==> src/rtl/y86_alu_if.sv <==
// Issue/result bundle for the y86_alu execute-stage ALU.
// zf/sf exist only when ALU_FLAGS_EN is defined.
interface y86_alu_if;
    logic        en;
    logic [1:0]  control;
    logic [63:0] A;
    logic [63:0] B;
    logic [63:0] C;
    logic        overflow;
    logic        out_valid;
`ifdef ALU_FLAGS_EN
    logic        zf;
    logic        sf;

    modport master (output en, control, A, B, input C, overflow, out_valid, zf, sf);
    modport slave  (input en, control, A, B, output C, overflow, out_valid, zf, sf);
`else
    modport master (output en, control, A, B, input C, overflow, out_valid);
    modport slave  (input en, control, A, B, output C, overflow, out_valid);
`endif
endinterface

==> src/rtl/y86_alu.sv <==
// 64-bit Y86-64 ALU: ADD/SUB/AND/XOR with signed overflow, one registered stage.
// Define ALU_FLAGS_EN to add registered zf/sf outputs.
module y86_alu (
    input  logic     clk,
    input  logic     rst,
    y86_alu_if.slave alu
);
    typedef enum logic [1:0] {
        OP_ADD = 2'b00,
        OP_SUB = 2'b01,
        OP_AND = 2'b10,
        OP_XOR = 2'b11
    } op_e;

    logic [63:0] c_d, c_q;
    logic        ovf_d, ovf_q;
    logic        vld_q;

    always_comb begin
        c_d   = '0;
        ovf_d = 1'b0;
        case (op_e'(alu.control))
            OP_ADD: begin
                c_d   = alu.A + alu.B;
                ovf_d = (alu.A[63] == alu.B[63]) && (c_d[63] != alu.A[63]);
            end
            OP_SUB: begin
                c_d   = alu.A - alu.B;
                ovf_d = (alu.A[63] != alu.B[63]) && (c_d[63] != alu.A[63]);
            end
            OP_AND:  c_d = alu.A & alu.B;
            default: c_d = alu.A ^ alu.B;
        endcase
    end

    // Result holds while en is low; only the valid strobe tracks every edge.
    always_ff @(posedge clk or posedge rst) begin
        if (rst) begin
            c_q   <= '0;
            ovf_q <= 1'b0;
            vld_q <= 1'b0;
        end else begin
            vld_q <= alu.en;
            if (alu.en) begin
                c_q   <= c_d;
                ovf_q <= ovf_d;
            end
        end
    end

    assign alu.C         = c_q;
    assign alu.overflow  = ovf_q;
    assign alu.out_valid = vld_q;

`ifdef ALU_FLAGS_EN
    logic zf_q, sf_q;

    always_ff @(posedge clk or posedge rst) begin
        if (rst) begin
            zf_q <= 1'b0;
            sf_q <= 1'b0;
        end else if (alu.en) begin
            zf_q <= (c_d == 64'd0);
            sf_q <= c_d[63];
        end
    end

    assign alu.zf = zf_q;
    assign alu.sf = sf_q;
`endif
endmodule

==> src/flat_wrapper.sv <==
// flat-port wrapper written by rule: the top's interface ports become plain ports
module y86_alu_flat 
  (clk, rst, alu_en, alu_control, alu_A, alu_B, alu_C, alu_overflow, alu_out_valid);
  y86_alu_if alu_i ();
  input  logic clk;
  input  logic rst;
  input wire logic [$bits(alu_i.en)-1:0] alu_en;
  input wire logic [$bits(alu_i.control)-1:0] alu_control;
  input wire logic [$bits(alu_i.A)-1:0] alu_A;
  input wire logic [$bits(alu_i.B)-1:0] alu_B;
  output wire logic [$bits(alu_i.C)-1:0] alu_C;
  output wire logic [$bits(alu_i.overflow)-1:0] alu_overflow;
  output wire logic [$bits(alu_i.out_valid)-1:0] alu_out_valid;
  assign alu_i.en = alu_en;
  assign alu_i.control = alu_control;
  assign alu_i.A = alu_A;
  assign alu_i.B = alu_B;
  assign alu_C = alu_i.C;
  assign alu_overflow = alu_i.overflow;
  assign alu_out_valid = alu_i.out_valid;
  y86_alu u_core (.clk(clk), .rst(rst), .alu(alu_i));
endmodule
==> config.mk <==
export PLATFORM = sky130hd
export DESIGN_NAME = y86_alu_flat
export DESIGN_NICKNAME = d
export VERILOG_FILES = /design/src/rtl/y86_alu_if.sv /design/src/rtl/y86_alu.sv /design/src/flat_wrapper.sv
export SDC_FILE = /design/constraint.sdc
export NUM_CORES = 1
export LEC_CHECK = 0
export CAP_MARGIN = 20
export CORE_UTILIZATION = 32
export DETAILED_ROUTE_END_ITERATION = 6
export DONT_BUFFER_PORTS = 1
export PLACE_DENSITY = 0.5
export SYNTH_ARGS = -nofsm -noshare
export SYNTH_HDL_FRONTEND = slang
export SYNTH_SLANG_ARGS = --single-unit
export TNS_END_PERCENT = 1
==> constraint.sdc <==
create_clock -name clk -period 2.6 [get_ports clk]
set_clock_uncertainty 0.05 [all_clocks]
set_input_delay 0.39 -clock clk [delete_from_list [all_inputs] [get_ports clk]]
set_output_delay 0.39 -clock clk [all_outputs]
set_load 0.1 [all_outputs]
==> flow_summary.toml <==
[logic_synthesis]
syn_area_per_cell_um2 = 6.977
yosysTopAreaCell = "dfrtp_1"
synth_cells = 1737
synth_top_family_by_area = "compound AO/OA/AOI/OAI gates"
synthesis.area_mm2 = 0.01212
synth_fa_ha_area_frac = 0.1344
ys_types = 108
synth_compound_area_frac = 0.3964
yosysSeqAreaShare = 0.1363
synth_area_leaders = "dfrtp_1 14%, ha_1 13%, a21oi_1 8.3%, nor2_1 5.0%, o21ai_0 4.8%"
synthMuxAreaShare = 0.02602
async_flop_share = 1.000
synth_edf_count = 0
ys.warnings.count = 0
ys_ff_latch = 66
synth_nets = 1999
synth_xor_area_frac = 0.01373
synth_simple_gate_area_frac = 0.2070
yosys.area.top_type_share = 0.1363
synth_flop_cell = "dfrtp_1"

[clocking]
insertion_delay_ps = 370
cts.sinks = 66
root_buffer = "clkbuf_16"
cts_tree = "built"
cts_buffer_depth = 2
numCtsBuffers = 9
worst_setup_hold_path_clk_slew_ps = 70
htreeDepth = 3

[worst_hold_path]
min_path_cells = 0
hold_path_class = "input pin to register"
worstHoldEndpoint = "u_core.alu.out_valid"
min_from = "alu_en"

[global_routing]
grt_antenna_before_repair = 0
grt_pass1_vias = 14490
grt_util_all_layers = 0.2816
grt_overflow = 0
grt_max_degree = 148
grt_pass1_wl_mm = 84.60

[layout]
n_antenna_cell = 0
fin_cells = 2665
final_util = 0.4618
fillers = 3837
nets = 2420
drive_gt1_frac = 0.3179
syn_to_final_growth_pct = 40.83

[detailed_routing]
dr.pass1.iters = 6
drt_wl_total_mm = 55.65
ant_nets = 0
via_per_inst = 5.673
drc_errors = 0
num_vias = 15120
routedWlPerCell_um = 20.88
first_iter_violations = 1390

[die]
core_mm2 = 0.03696
die_x_um = 196.6
start_util = 0.3279
die_h_um = 196.6
row_count = 70
dieArea_mm2 = 0.03865
ios = 199

[worst_setup_path]
crit_type = "input pin to register"
rr_worst_depth = 3
end_kind = "register"
r2r_setup_slack_ps = 1080
start_kind = "input pin"
cp_max_fo = 4
r2r_end = "u_core.alu.C[61]"
timing.rr.start = "u_core.alu.C[61]"
cp.required_ps = 2820
arrival_ps = 3450

[sta]
fin_hold_ws_ps = 50.26
finalMaxSlewViolations = 0
fin_tns_setup_ps = -16280
rsz0062_at_grt = "yes"
slew_headroom = 0.3451
fmax_ghz = 0.3102
finalCriticalPeriod_ps = 3223
fin_ws_ps = -623.3
hold_viol = 0
worst_pin_slew_ps = 982.4
finalSetupViolCount = 48
min_period_over_period = 1.240

[placement]
pre_cts_ws_ps = -1179
io_buffers = 0
dp_cells = 2640
dpl.hpwl_mm = 43.36
gp_congestion = 0.9628

[run]
drv_cap = 0

[outcome]
violations = "negative setup slack"
status = "finished, violations left"

[power]
p_per_area_mw_per_mm2 = 446.7
leakage_uw = 0.007771
vdd_drop_max_uv = 317.7
[layer usage]
metal  vias to the layer above  wire (um)  track usage
met1                      7147      25740       0.3985
met4                         0       1292      0.07235
li1                       7253          -            -
met3                        98       4530      0.06006
met5                         -          0            0
met2                       620      24090       0.4300
[critical path, stage by stage]
cell and delay (ps):
inv_12 30, ha_4 130, fa_2 210, and2b_1 200
o31a_1 300, o41ai_4 360, o211ai_2 200, a31oi_4 270
o21ai_2 110, a21oi_2 150, o211ai_1 220, a41oi_2 270
mux2_4 320, o41ai_2 290
[sequential cells by signal, indices dropped and copies added, names as in the netlist]
name / flops
u_core.alu.C: 64
u_core.alu.overflow: 1
u_core.alu.out_valid: 1
[power by group]
part	internal (uW)	switching (uW)	total, uW
clock network	659	577	1240
logic	1820	2440	4260
registers	1170	956	2120
total	3650	3980	7620
[cell usage after synthesis, types with 15 or more instances]
| master | n |
|---|---|
| nand4_1 | 33 |
| nand3_1 | 33 |
| nand2_1 | 148 |
| o211ai_1 | 42 |
| mux2i_1 | 18 |
| xnor2_1 | 15 |
| dfrtp_1 | 66 |
| buf_2 | 18 |
| a21o_1 | 25 |
| nor2b_1 | 16 |
| buf_1 | 16 |
| o31ai_1 | 27 |
| clkbuf_1 | 77 |
| ha_1 | 127 |
| o21ai_0 | 117 |
| nor2_1 | 160 |
| a21oi_1 | 202 |
| nor3_1 | 45 |
| a31oi_1 | 23 |
| a211oi_1 | 37 |
| o21bai_1 | 33 |
| nor4_1 | 23 |
| o21a_1 | 22 |
| inv_1 | 145 |
[cells in the final DEF (no fill, tap or decap), types with 6 or more instances in the layout]
master	instances
a211oi_1	31
a211oi_2	7
a21o_1	25
a21oi_1	187
a21oi_2	16
a221oi_1	8
a31oi_1	20
and2_1	6
and3_1	7
buf_4	520
clkbuf_16	9
dfrtp_1	66
ha_1	118
ha_4	6
inv_1	142
mux2_2	11
mux2i_1	18
nand2_1	147
nand2b_1	12
nand3_1	32
nand4_1	33
nor2_1	158
nor2b_1	16
nor3_1	41
nor4_1	22
o2111ai_1	6
o211a_1	6
o211ai_1	42
o21a_1	22
o21ai_0	96
o21ai_1	28
o21ai_2	9
o21bai_1	32
o221ai_1	8
o221ai_2	6
o31a_1	11
o31ai_1	23
or3_1	12
xnor2_1	15
[timing repair]
action                                  CTS  global route
gates resized for setup                  90            39
hold endpoints to repair                 62             0
pin swaps                                60            31
endpoints found under the setup margin   52            56
hold buffers                              1             0
cloned                                    0             0
setup buffers                             6             4
[how the worst max path moves through the flow]
stage / start / end / slack, ps / depth (start not counted)
3_5_place_dp: alu_A[0] / u_core.alu.C[60] / -1180 / 14
2_1_floorplan: alu_B[2] / u_core.alu.C[60] / -690 / 14
4_1_cts: alu_A[0] / u_core.alu.C[60] / -750 / 14
3_3_place_gp: alu_B[0] / u_core.alu.C[46] / -1040 / 15
5_1_grt: alu_A[0] / u_core.alu.C[54] / -720 / 15
6_report: alu_A[0] / u_core.alu.C[60] / -620 / 14
[through the flow]
| step | power [uW] | area [um^2] |
|---|---|---|
| after global routing | 8024 | 17070 |
| after floorplan | 4472 | 12130 |
| final | 7625 | 17070 |
| after CTS | 7540 | 16870 |
| after detailed placement | 6142 | 16170 |
| after global placement | 6130 | 16170 |
[area by class of cell]
class / count / area, um^2 / share of cell area
clock buffers: 11 / 242.7 / 0.01422
well taps: 504 / 630.6 / 0.03695
inverters: 149 / 573.1 / 0.03358
multi-input cells: 1406 / 9965 / 0.5838
repair buffers: 526 / 3988 / 0.2336
clock inverters: 3 / 17.52 / 0.001026
flip-flops and latches: 66 / 1652 / 0.09677
[logic make-up after synthesis]
logic type / after synthesis
multiplexers: 30
buffers and inverters: 265
adder cells (fa/ha/maj): 129
AND/OR/NAND/NOR: 529
XOR/XNOR: 19
AO/OA/AOI/OAI: 699
flip-flops: 66
(Power assumes the default switching activity.)
